$ cat config.mk
export PLATFORM = sky130hd
export DESIGN_NAME = pwm_duty_capture
export DESIGN_NICKNAME = d
export VERILOG_FILES = /design/src/rtl/pwm_pkg.sv /design/src/rtl/pwm_input_sync.sv /design/src/rtl/pwm_duty_capture.sv
export SDC_FILE = /design/constraint.sdc
export NUM_CORES = 1
export LEC_CHECK = 0
export BUFFER_PORTS_ARGS = -buffer_cell sky130_fd_sc_hd__clkbuf_2
export CELL_PAD_IN_SITES_DETAIL_PLACEMENT = 0
export CELL_PAD_IN_SITES_GLOBAL_PLACEMENT = 1
export CORE_MARGIN = 5
export CORE_UTILIZATION = 49
export DETAILED_ROUTE_END_ITERATION = 7
export PLACE_DENSITY = 0.85
export SLEW_MARGIN = 20
export SYNTH_ARGS = -nofsm -noshare
export SYNTH_HDL_FRONTEND = slang
export SYNTH_SLANG_ARGS = --single-unit
$ cat constraint.sdc
create_clock -name clk_in -period 3.1 [get_ports clk_in]
set_input_delay 0.62 -clock clk_in [delete_from_list [all_inputs] [get_ports clk_in]]
set_output_delay 0.62 -clock clk_in [all_outputs]
set_load 0.01 [all_outputs]
$ cat src/rtl/pwm_pkg.sv
// Shared definitions for the PWM capture path: edge-FSM state encoding,
// default duty resolution and counter-width helper.
package pwm_pkg;

   // Default duty resolution N; the measurement window is 2**N CE ticks.
   localparam int PWM_IN_SIZE_DEFAULT = 10;

   // Edge tracking states: waiting for a first rise, inside the high part,
   // inside the low part of a cycle.
   typedef enum logic [1:0] {
      ST_IDLE = 2'd0,
      ST_HIGH = 2'd1,
      ST_LOW  = 2'd2
   } edge_state_t;

   // Period/high-width counters need one bit more than the duty value so a
   // full cycle of 2**N ticks (and longer) stays representable.
   function automatic int cnt_width(input int n);
      return n + 1;
   endfunction

endpackage

$ cat src/rtl/pwm_input_sync.sv
// Brings the asynchronous PWM waveform into the clk_in domain, optionally
// glitch-filters it, and produces the CE-sampled level plus rise/fall strobes.
// Optional feature macro: PWM_GLITCH_FILTER_EN (majority vote over the last
// FILTER_LEN synchronised CE samples).
module pwm_input_sync
   import pwm_pkg::*;
#(
   parameter int SYNC_STAGES = 2,
   parameter int FILTER_LEN  = 3
) (
   input  logic clk_in,
   input  logic reset_n_in,
   input  logic synch_clear_in,
   input  logic CE_in,
   input  logic pwm_in,
   output logic sample_level,
   output logic rise,
   output logic fall
);

   // Parameter sanity: illegal values stop elaboration.
   generate
      if (SYNC_STAGES < 2) begin : g_bad_sync
         $error("pwm_input_sync: SYNC_STAGES must be >= 2");
      end
      if ((FILTER_LEN < 3) || (FILTER_LEN > 7) || ((FILTER_LEN % 2) == 0)) begin : g_bad_filter
         $error("pwm_input_sync: FILTER_LEN must be odd and within 3..7");
      end
   endgenerate

   logic [SYNC_STAGES-1:0] sync_chain;
   logic                   synced;
   logic                   sample;
   logic                   level_reg;

   // Synchroniser runs every clock; the clear leaves it alone so the
   // waveform is already settled when measurement restarts.
   always_ff @(posedge clk_in or negedge reset_n_in) begin
      if (!reset_n_in) begin
         sync_chain <= '0;
      end else begin
         sync_chain <= {sync_chain[SYNC_STAGES-2:0], pwm_in};
      end
   end

   assign synced = sync_chain[SYNC_STAGES-1];

`ifdef PWM_GLITCH_FILTER_EN
   logic [FILTER_LEN-2:0] hist;
   int                    votes;

   // History of previous synchronised CE samples, newest in bit 0.
   always_ff @(posedge clk_in or negedge reset_n_in) begin
      if (!reset_n_in) begin
         hist <= '0;
      end else if (synch_clear_in) begin
         hist <= '0;
      end else if (CE_in) begin
         hist <= {hist[FILTER_LEN-3:0], synced};
      end
   end

   // Majority vote over the current synchronised value and the history.
   always_comb begin
      votes = int'(synced);
      for (int i = 0; i < FILTER_LEN - 1; i++) begin
         votes = votes + int'(hist[i]);
      end
      sample = (votes > (FILTER_LEN / 2));
   end
`else
   assign sample = synced;
`endif

   // Level as seen at the previous CE tick; edges compare against it.
   always_ff @(posedge clk_in or negedge reset_n_in) begin
      if (!reset_n_in) begin
         level_reg <= 1'b0;
      end else if (synch_clear_in) begin
         level_reg <= 1'b0;
      end else if (CE_in) begin
         level_reg <= sample;
      end
   end

   assign sample_level = sample;
   assign rise         = CE_in &  sample & ~level_reg;
   assign fall         = CE_in & ~sample &  level_reg;

endmodule

$ cat src/rtl/pwm_duty_capture.sv
// PWM receive side: recovers the duty value over a free-running 2**N tick
// window and measures edge-to-edge high width / period of each cycle.
// Optional feature macro: PWM_GLITCH_FILTER_EN (handled in pwm_input_sync).
module pwm_duty_capture
   import pwm_pkg::*;
#(
   parameter int PWM_IN_SIZE = PWM_IN_SIZE_DEFAULT,
   parameter int SYNC_STAGES = 2,
   parameter int FILTER_LEN  = 3
) (
   input  logic                   clk_in,
   input  logic                   reset_n_in,
   input  logic                   synch_clear_in,
   input  logic                   CE_in,
   input  logic                   pwm_in,
   output logic [PWM_IN_SIZE-1:0] duty_out,
   output logic                   duty_valid_out,
   output logic [PWM_IN_SIZE:0]   high_width_out,
   output logic [PWM_IN_SIZE:0]   period_out,
   output logic                   pulse_valid_out,
   output logic                   stuck_high_out,
   output logic                   stuck_low_out,
   output logic                   timeout_out
);

   localparam int              N        = PWM_IN_SIZE;
   localparam int              CW       = cnt_width(PWM_IN_SIZE);
   localparam logic [N-1:0]    WIN_LAST = '1;
   localparam logic [N-1:0]    WIN_ONE  = N'(1);
   localparam logic [CW-1:0]   CNT_MAX  = '1;
   localparam logic [CW-1:0]   CNT_ONE  = CW'(1);
   localparam logic [CW-1:0]   WIN_FULL = CW'(1) << N;

   logic          level;
   logic          rise;
   logic          fall;

   logic [N-1:0]  win_cnt;
   logic [CW-1:0] acc;
   logic [CW-1:0] win_total;

   edge_state_t   state_reg;
   edge_state_t   state_next;
   logic [CW-1:0] hcnt_reg;
   logic [CW-1:0] hcnt_next;
   logic [CW-1:0] pcnt_reg;
   logic [CW-1:0] pcnt_next;
   logic          publish;
   logic          timeout_hit;

   pwm_input_sync #(
      .SYNC_STAGES (SYNC_STAGES),
      .FILTER_LEN  (FILTER_LEN)
   ) u_sync (
      .clk_in         (clk_in),
      .reset_n_in     (reset_n_in),
      .synch_clear_in (synch_clear_in),
      .CE_in          (CE_in),
      .pwm_in         (pwm_in),
      .sample_level   (level),
      .rise           (rise),
      .fall           (fall)
   );

   // The closing tick's own sample still belongs to the window it closes.
   assign win_total = acc + {{N{1'b0}}, level};

   // Window accumulator: count high samples over 2**N CE ticks, publish on wrap.
   always_ff @(posedge clk_in or negedge reset_n_in) begin
      if (!reset_n_in) begin
         win_cnt        <= '0;
         acc            <= '0;
         duty_out       <= '0;
         duty_valid_out <= 1'b0;
         stuck_high_out <= 1'b0;
         stuck_low_out  <= 1'b0;
      end else if (synch_clear_in) begin
         win_cnt        <= '0;
         acc            <= '0;
         duty_out       <= '0;
         duty_valid_out <= 1'b0;
         stuck_high_out <= 1'b0;
         stuck_low_out  <= 1'b0;
      end else begin
         duty_valid_out <= 1'b0;
         if (CE_in) begin
            win_cnt <= win_cnt + WIN_ONE;
            if (win_cnt == WIN_LAST) begin
               // A fully-high window is 2**N, one more than duty_out can hold.
               duty_out       <= win_total[N] ? '1 : win_total[N-1:0];
               stuck_high_out <= (win_total == WIN_FULL);
               stuck_low_out  <= (win_total == '0);
               duty_valid_out <= 1'b1;
               acc            <= '0;
            end else begin
               acc <= win_total;
            end
         end
      end
   end

   // Edge FSM state and cycle counters.
   always_ff @(posedge clk_in or negedge reset_n_in) begin
      if (!reset_n_in) begin
         state_reg <= ST_IDLE;
         hcnt_reg  <= '0;
         pcnt_reg  <= '0;
      end else if (synch_clear_in) begin
         state_reg <= ST_IDLE;
         hcnt_reg  <= '0;
         pcnt_reg  <= '0;
      end else begin
         state_reg <= state_next;
         hcnt_reg  <= hcnt_next;
         pcnt_reg  <= pcnt_next;
      end
   end

   // Edge FSM next state: timeout has priority over a rise arriving on the
   // same tick, so a saturated period is never published.
   always_comb begin
      state_next  = state_reg;
      hcnt_next   = hcnt_reg;
      pcnt_next   = pcnt_reg;
      publish     = 1'b0;
      timeout_hit = 1'b0;
      if (CE_in) begin
         case (state_reg)
            ST_IDLE: begin
               if (rise) begin
                  state_next = ST_HIGH;
                  hcnt_next  = CNT_ONE;
                  pcnt_next  = CNT_ONE;
               end
            end
            ST_HIGH: begin
               if (pcnt_reg == CNT_MAX) begin
                  timeout_hit = 1'b1;
                  state_next  = ST_IDLE;
                  hcnt_next   = '0;
                  pcnt_next   = '0;
               end else if (fall) begin
                  state_next = ST_LOW;
                  pcnt_next  = pcnt_reg + CNT_ONE;
               end else begin
                  hcnt_next = hcnt_reg + CNT_ONE;
                  pcnt_next = pcnt_reg + CNT_ONE;
               end
            end
            ST_LOW: begin
               if (pcnt_reg == CNT_MAX) begin
                  timeout_hit = 1'b1;
                  state_next  = ST_IDLE;
                  hcnt_next   = '0;
                  pcnt_next   = '0;
               end else if (rise) begin
                  publish    = 1'b1;
                  state_next = ST_HIGH;
                  hcnt_next  = CNT_ONE;
                  pcnt_next  = CNT_ONE;
               end else begin
                  pcnt_next = pcnt_reg + CNT_ONE;
               end
            end
            default: begin
               state_next = ST_IDLE;
               hcnt_next  = '0;
               pcnt_next  = '0;
            end
         endcase
      end
   end

   // Pulse measurement outputs and the sticky timeout flag.
   always_ff @(posedge clk_in or negedge reset_n_in) begin
      if (!reset_n_in) begin
         high_width_out  <= '0;
         period_out      <= '0;
         pulse_valid_out <= 1'b0;
         timeout_out     <= 1'b0;
      end else if (synch_clear_in) begin
         high_width_out  <= '0;
         period_out      <= '0;
         pulse_valid_out <= 1'b0;
         timeout_out     <= 1'b0;
      end else begin
         pulse_valid_out <= publish;
         if (publish) begin
            high_width_out <= hcnt_reg;
            period_out     <= pcnt_reg;
         end
         if (timeout_hit) begin
            timeout_out <= 1'b1;
         end
      end
   end

endmodule

==> metrics.json, run 1 <==
{
  "layout.cells.most_common_list": {"value": "dfrtp_1, nand2_1, clkbuf_2, nor2_1, o21ai_0"},
  "yosysWarningCount": {"value": 0},
  "grt_util_all_layers": {"value": 0.1896},
  "synthesis.area_per_instance": {"value": 9.892, "unit": "um^2"},
  "cts_repair_resizes": {"value": 0},
  "complex_gate_fraction_of_the_synthesized_area": {"value": 0.1969},
  "placement.io_buffers": {"value": 41},
  "synth.area.mux_share": {"value": 0.004773},
  "startpoint_type": {"value": "flop"},
  "report.final.setup_viol": {"value": 0},
  "floorplan.core_area": {"value": 8258, "unit": "um^2"},
  "synth.largest_area_cell": {"value": "dfrtp_1"},
  "critical_path.max_stage_delay": {"value": 0.60, "unit": "ns"},
  "layout-area-overhead-vs-synth": {"value": 11.43, "unit": "%"},
  "postSynth.asyncResetShare": {"value": 1.000},
  "largest_net_degree_at_the_start_of_global_routing": {"value": 86},
  "criticalPathCategory": {"value": "flop to flop"},
  "number_of_top_level_pins": {"value": 42},
  "switching_share": {"value": 0.2597},
  "totalWireLength": {"value": 9230, "unit": "um"},
  "synth_simple_gate_area_frac": {"value": 0.1829},
  "antenna_violations_before_repair": {"value": 0},
  "status": {"value": "finished, final reports clean"},
  "critical_path.cell_chain": {"value": "ha_1 -> nand4_2 -> or3_1 -> nand2_2 -> nor3_2 -> buf_4 -> a22o_1"},
  "worstPathMaxFanout": {"value": 12},
  "drt_drc_violations_left": {"value": 0},
  "netlist_instances": {"value": 424},
  "synth-xor-area-share": {"value": 0.04385},
  "vdd_drop_max": {"value": 255.9, "unit": "uV"},
  "slew_headroom": {"value": 0.4140},
  "internal_power": {"value": 1481, "unit": "uW"},
  "detail-route-antenna-nets": {"value": 0},
  "clk_latency": {"value": 0.35, "unit": "ns"},
  "synth_top_family_by_area": {"value": "compound AO/OA/AOI/OAI gates"},
  "synthDominantCellAreaShare": {"value": 0.5072},
  "layout.cells.most_common": {"value": "dfrtp_1"},
  "h_tree_levels": {"value": 3},
  "net-switching-power": {"value": 519.6, "unit": "uW"},
  "synth_area_leaders": {"value": "dfrtp_1, o21ai_0, a22o_1, nand2_1, nor2_1"},
  "synth-adder-area-share": {"value": 0.02685},
  "drt_iter0_markers": {"value": 206},
  "min-delay-path-class": {"value": "primary input to asynchronous set/reset pin"},
  "max_capacitance_violation_total": {"value": 0},
  "place.gp.congestion": {"value": 0.8261},
  "number_of_buffers_created_by_cts": {"value": 9},
  "placement_rows": {"value": 33},
  "r2r_slack": {"value": 0.65, "unit": "ns"},
  "ys_ff_latch": {"value": 85},
  "slew_violations": {"value": 0},
  "floorplan.initialDensity": {"value": 0.5079},
  "synth_cell_type_count": {"value": 62},
  "period_minus_slack": {"value": 2.445, "unit": "ns"},
  "diodes": {"value": 0},
  "cts_setup_buffers": {"value": 0},
  "die-height": {"value": 102.5, "unit": "um"},
  "drtPass1Iterations": {"value": 4},
  "edff_count_synth": {"value": 0},
  "die_area": {"value": 10510, "unit": "um^2"},
  "clock_power_share": {"value": 0.358},
  "fillCellCount": {"value": 776},
  "post-route-period-util": {"value": 0.7887},
  "syn-num-nets": {"value": 438},
  "cts-root-to-sink-buffers": {"value": 2},
  "route.detailed.wl_per_inst": {"value": 16.02, "unit": "um"},
  "worst_path_arrival_time": {"value": 2.73, "unit": "ns"},
  "setup_repair_after_global_routing_missed_its_margin": {"value": "false"},
  "vias_per_cell": {"value": 5.694},
  "grt_pass1_vias": {"value": 3208},
  "fmax": {"value": 0.4090, "unit": "GHz"},
  "synthFlopType": {"value": "dfrtp_1"},
  "drive_gt1_frac": {"value": 0.1677},
  "critical_path.slowest_cell": {"value": "nor3_2"},
  "comb_power_share": {"value": 0.074},
  "worstMarginPinSlew": {"value": 0.8757, "unit": "ns"},
  "hpwl": {"value": 6388, "unit": "um"},
  "power.density": {"value": 428.1, "unit": "nW/um^2"},
  "end_kind": {"value": "flop"},
  "cts.reportedPaths.clkPinSlew": {"value": 0.09, "unit": "ns"},
  "ctsRootBufferMaster": {"value": "clkbuf_8"},
  "cts_tree": {"value": "yes"},
  "route.vias.total": {"value": 3280},
  "cp.required": {"value": 3.38, "unit": "ns"},
  "cts_num_sinks": {"value": 85},
  "die-width": {"value": 102.5, "unit": "um"},
  "total_leakage_power": {"value": 0.002114, "unit": "uW"},
  "grt_pass1_wl": {"value": 15910, "unit": "um"},
  "worst_clock_skew": {"value": 0.01259, "unit": "ns"},
  "final_sum_of_negative_setup_slack": {"value": 0, "unit": "ns"},
  "hold_viol_final": {"value": 0},
  "global_route.overflow_total": {"value": 0},
  "whs": {"value": 0.3096, "unit": "ns"},
  "hold_buffers": {"value": 0},
  "syn-cell-area": {"value": 4194, "unit": "um^2"},
  "synth-seq-area-share": {"value": 0.5072},
  "power.share.sequential": {"value": 0.567},
  "nNetsFinal": {"value": 480}
}
## synthesized netlist by cell type (all sizes together), types with 2 or more instances
master / count
a41oi: 2
and4: 3
clkbuf: 7
inv: 19
nor2b: 5
nand4: 8
and3: 3
or3: 4
buf: 9
o21ai: 42
a31oi: 4
nand3: 15
ha: 9
o41ai: 2
nor2: 39
a21o: 2
o22ai: 2
nor3: 9
dfrtp: 85
o21a: 2
o2111ai: 2
xor2: 12
a21oi: 22
xnor2: 9
mux2i: 2
nand2: 42
nand3b: 2
nor4: 6
a311oi: 2
a211oi: 3
o31ai: 4
nand2b: 2
o211ai: 5
or2: 4
a22o: 22
nor3b: 2
## area by class of cell
cell class	instances	area [um^2]	area share
multi-input combinational	304	1909	0.4086
sequential	85	2127	0.4552
tap	105	131.4	0.02811
clock buffer	12	145.1	0.03106
clock inverter	4	32.53	0.006961
timing repair buffer	47	256.5	0.05489
inverter	19	71.32	0.01526
## final timing paths
kind                                 startpoint                   end  cells past startpoint
setup / recovery                    pcnt_reg[0]     high_width_out[1]                      7
hold / removal                       reset_n_in                acc[8]                      1
setup reg to reg                    pcnt_reg[0]     high_width_out[1]                      7
hold reg to reg            u_sync.sync_chain[0]  u_sync.sync_chain[1]                      0
max in group asynchronous            reset_n_in                acc[0]                      1
min in group clk_in                      pwm_in  u_sync.sync_chain[0]                      1
## stage by stage
stage	area [um^2]	instances	power [uW]	worst slack, ns	util
6_report	4673	576	2001	0.6550	0.5659
5_1_grt	4673	576	2102	0.3508	0.5659
4_1_cts	4669	576	2029	0.6569	0.5655
3_5_place_dp	4492	560	1306	0.5690	0.5439
3_3_place_gp	4492	560	1302	0.6691	0.5439
2_1_floorplan	4194	424	1248	1.084	-
## logic make-up after synthesis
family,Yosys count
flops,85
simple gates,148
xor+xnor,21
compound gates,124
mux,2
buf+inv,35
fa+ha+maj,9
## worst max-delay path, delay by kind of cell (launching register included)
kind / cells / cell delay (ns)
AO/OA/AOI/OAI: 1 / 0.16
adder cells (fa/ha/maj): 1 / 0.29
buffers and inverters: 1 / 0.33
flip-flops: 1 / 0.46
AND/OR/NAND/NOR: 4 / 1.13
## power groups by stage
stage	clock network (uW)	logic, uW	registers (uW)
4_1_cts	745	149	1140
5_1_grt	795	169	1140
6_report	717	149	1140
3_5_place_dp	0	149	1160
3_3_place_gp	0	146	1160
2_1_floorplan	0	95.4	1150
## layer usage
| layer | wire length [um] | vias up | track usage | share of wire |
|---|---|---|---|---|
| li1 | - | 1620 | - | - |
| met1 | 4406 | 1579 | 0.2718 | 0.48 |
| met2 | 4271 | 71 | 0.2979 | 0.46 |
| met3 | 407 | 10 | 0.02639 | 0.044 |
| met4 | 144 | 0 | 0.06256 | 0.016 |
| met5 | 0 | - | 0 | 0 |
Note: power is estimated with default switching activity, not from simulation.
==> inputs of run 2 (changes only) <==
--- a/config.mk
+++ b/config.mk
@@ -9,9 +9,9 @@
 export CELL_PAD_IN_SITES_DETAIL_PLACEMENT = 0
 export CELL_PAD_IN_SITES_GLOBAL_PLACEMENT = 1
 export CORE_MARGIN = 5
-export CORE_UTILIZATION = 49
+export CORE_UTILIZATION = 41
 export DETAILED_ROUTE_END_ITERATION = 7
-export PLACE_DENSITY = 0.85
+export PLACE_DENSITY = 0.76
 export SLEW_MARGIN = 20
 export SYNTH_ARGS = -nofsm -noshare
 export SYNTH_HDL_FRONTEND = slang
==> constraint.sdc (replaced) <==
create_clock -name clk_in -period 2.2 [get_ports clk_in]
set_input_delay 0.44 -clock clk_in [delete_from_list [all_inputs] [get_ports clk_in]]
set_output_delay 0.44 -clock clk_in [all_outputs]
set_load 0.01 [all_outputs]
==> metrics.json, run 2 (synthesis gave the netlist of run 1 again) <==
{
  "end_kind": {"value": "flop"},
  "cts.reportedPaths.clkPinSlew": {"value": 0.10, "unit": "ns"},
  "cts_tree": {"value": "yes"},
  "status": {"value": "finished, final reports clean"},
  "slew_headroom": {"value": 0.5160},
  "detail-route-antenna-nets": {"value": 0},
  "place.gp.congestion": {"value": 0.8335},
  "worstMarginPinSlew": {"value": 0.7233, "unit": "ns"},
  "period_minus_slack": {"value": 2.060, "unit": "ns"},
  "layout.cells.most_common": {"value": "dfrtp_1"},
  "report.final.setup_viol": {"value": 0},
  "h_tree_levels": {"value": 3},
  "layout-area-overhead-vs-synth": {"value": 18.44, "unit": "%"},
  "nNetsFinal": {"value": 501},
  "grt_pass1_wl": {"value": 17080, "unit": "um"},
  "startpoint_type": {"value": "flop"},
  "detailedPlace.worstSlack": {"value": 0.1623, "unit": "ns"},
  "criticalPathCategory": {"value": "flop to flop"},
  "fmax": {"value": 0.4854, "unit": "GHz"},
  "max_capacitance_violation_total": {"value": 0},
  "die-height": {"value": 111.1, "unit": "um"},
  "ctsRootBufferMaster": {"value": "clkbuf_8"},
  "total_leakage_power": {"value": 0.002252, "unit": "uW"},
  "floorplan.initialDensity": {"value": 0.4137},
  "grt_util_all_layers": {"value": 0.1680},
  "switching_share": {"value": 0.2559},
  "global_route.overflow_total": {"value": 0},
  "hold_buffers": {"value": 0},
  "cts-root-to-sink-buffers": {"value": 2},
  "cp.required": {"value": 2.43, "unit": "ns"},
  "r2r_slack": {"value": 0.14, "unit": "ns"},
  "vdd_drop_max": {"value": 327.2, "unit": "uV"},
  "power.density": {"value": 628.5, "unit": "nW/um^2"},
  "crit-reg2reg-capture": {"value": "hcnt_reg[8]"},
  "number_of_buffers_created_by_cts": {"value": 9},
  "grt_pass1_vias": {"value": 3418},
  "placement_rows": {"value": 37},
  "worst_r2r_startpoint": {"value": "pcnt_reg[1]"},
  "drive_gt1_frac": {"value": 0.2134},
  "die-width": {"value": 111.1, "unit": "um"},
  "hold_viol_final": {"value": 0},
  "totalWireLength": {"value": 9921, "unit": "um"},
  "min_setup_slack_post_route": {"value": 0.1399, "unit": "ns"},
  "floorplan.core_area": {"value": 10140, "unit": "um^2"},
  "comb_power_share": {"value": 0.081},
  "slew_violations": {"value": 0},
  "r2r_cells": {"value": 7},
  "internal_power": {"value": 2323, "unit": "uW"},
  "layout.cells.most_common_list": {"value": "dfrtp_1, nand2_1, clkbuf_2, nor2_1, o21ai_0"},
  "cts_num_sinks": {"value": 85},
  "number_of_top_level_pins": {"value": 42},
  "min-delay-path-class": {"value": "primary input to asynchronous set/reset pin"},
  "final_sum_of_negative_setup_slack": {"value": 0, "unit": "ns"},
  "largest_net_degree_at_the_start_of_global_routing": {"value": 52},
  "die_area": {"value": 12350, "unit": "um^2"},
  "net-switching-power": {"value": 799.0, "unit": "uW"},
  "route.detailed.wl_per_inst": {"value": 15.80, "unit": "um"},
  "hpwl": {"value": 7236, "unit": "um"},
  "clock_power_share": {"value": 0.408},
  "route.vias.total": {"value": 3392},
  "antenna_violations_before_repair": {"value": 0},
  "placement.io_buffers": {"value": 41},
  "drtPass1Iterations": {"value": 4},
  "fillCellCount": {"value": 935},
  "post-route-period-util": {"value": 0.9364},
  "worst_path_arrival_time": {"value": 2.29, "unit": "ns"},
  "setup_repair_after_global_routing_missed_its_margin": {"value": "false"},
  "fin_util": {"value": 0.4899},
  "vias_per_cell": {"value": 5.401},
  "clk_latency": {"value": 0.36, "unit": "ns"},
  "worstPathMaxFanout": {"value": 7},
  "drt_iter0_markers": {"value": 180},
  "power.share.sequential": {"value": 0.511},
  "worst_clock_skew": {"value": 0.01400, "unit": "ns"},
  "drt_drc_violations_left": {"value": 0},
  "diodes": {"value": 0}
}
## run 2: stage by stage
step | instances | area, um^2 | power, uW | hold WS [ns]
floorplan | 424 | 4194 | 1758 | 0.1444
global placement | 610 | 4711 | 1872 | 0.3789
detailed placement | 610 | 4711 | 1877 | 0.3670
CTS | 626 | 4940 | 3157 | 0.03002
global route | 628 | 4967 | 3248 | 0.05299
finish | 628 | 4967 | 3122 | 0.02519
## run 2: how the worst max path moves through the flow
stage,start,to,cells after the start
final,pcnt_reg[1],hcnt_reg[8],7
after CTS,u_sync.sync_chain[1],stuck_low_out,7
after floorplan,u_sync.sync_chain[1],duty_out[5],7
after detailed placement,u_sync.sync_chain[1],stuck_low_out,7
after global routing,pcnt_reg[1],hcnt_reg[8],6
after global placement,u_sync.sync_chain[1],stuck_low_out,7
## run 2: final cells by class
type                            instances  area (um^2)  share of cell area
Inverter                               19        71.32             0.01436
Sequential cell                        85         2127              0.4282
Tap cell                              136        170.2             0.03426
Clock inverter                          7        105.1             0.02116
Multi-Input combinational cell        304         1922              0.3869
Timing Repair Buffer                   68        447.9             0.09018
Clock buffer                            9        123.9             0.02494
## run 2: critical path, cell delays in order (launching register included)
cell      delay (ns)
dfrtp_1         0.40
ha_1            0.25
nand4_2         0.21
nor4_1          0.37
buf_4           0.19
o21ai_0         0.13
a21oi_1         0.29
a311oi_1        0.09
## run 2: timing repair
item | 4_1_cts | 5_1_grt
hold endpoints to repair | 0 | 0
setup buffers | 0 | 2
resized for setup | 0 | 3
endpoints found under the setup margin | 0 | 12
## run 2: power groups by stage
stage	clock network (uW)	logic (uW)	registers, uW
finish	1270	252	1600
global route	1370	281	1600
CTS	1310	251	1600
detailed placement	0	250	1630
global placement	0	247	1630
floorplan	0	134	1620
## run 2: routing by layer
metal	wire, um	up-vias	global-route usage
li1	-	1658	-
met1	4721	1663	0.2312
met2	4716	61	0.2674
met3	373	10	0.03384
met4	109	0	0.05353
met5	0	-	0
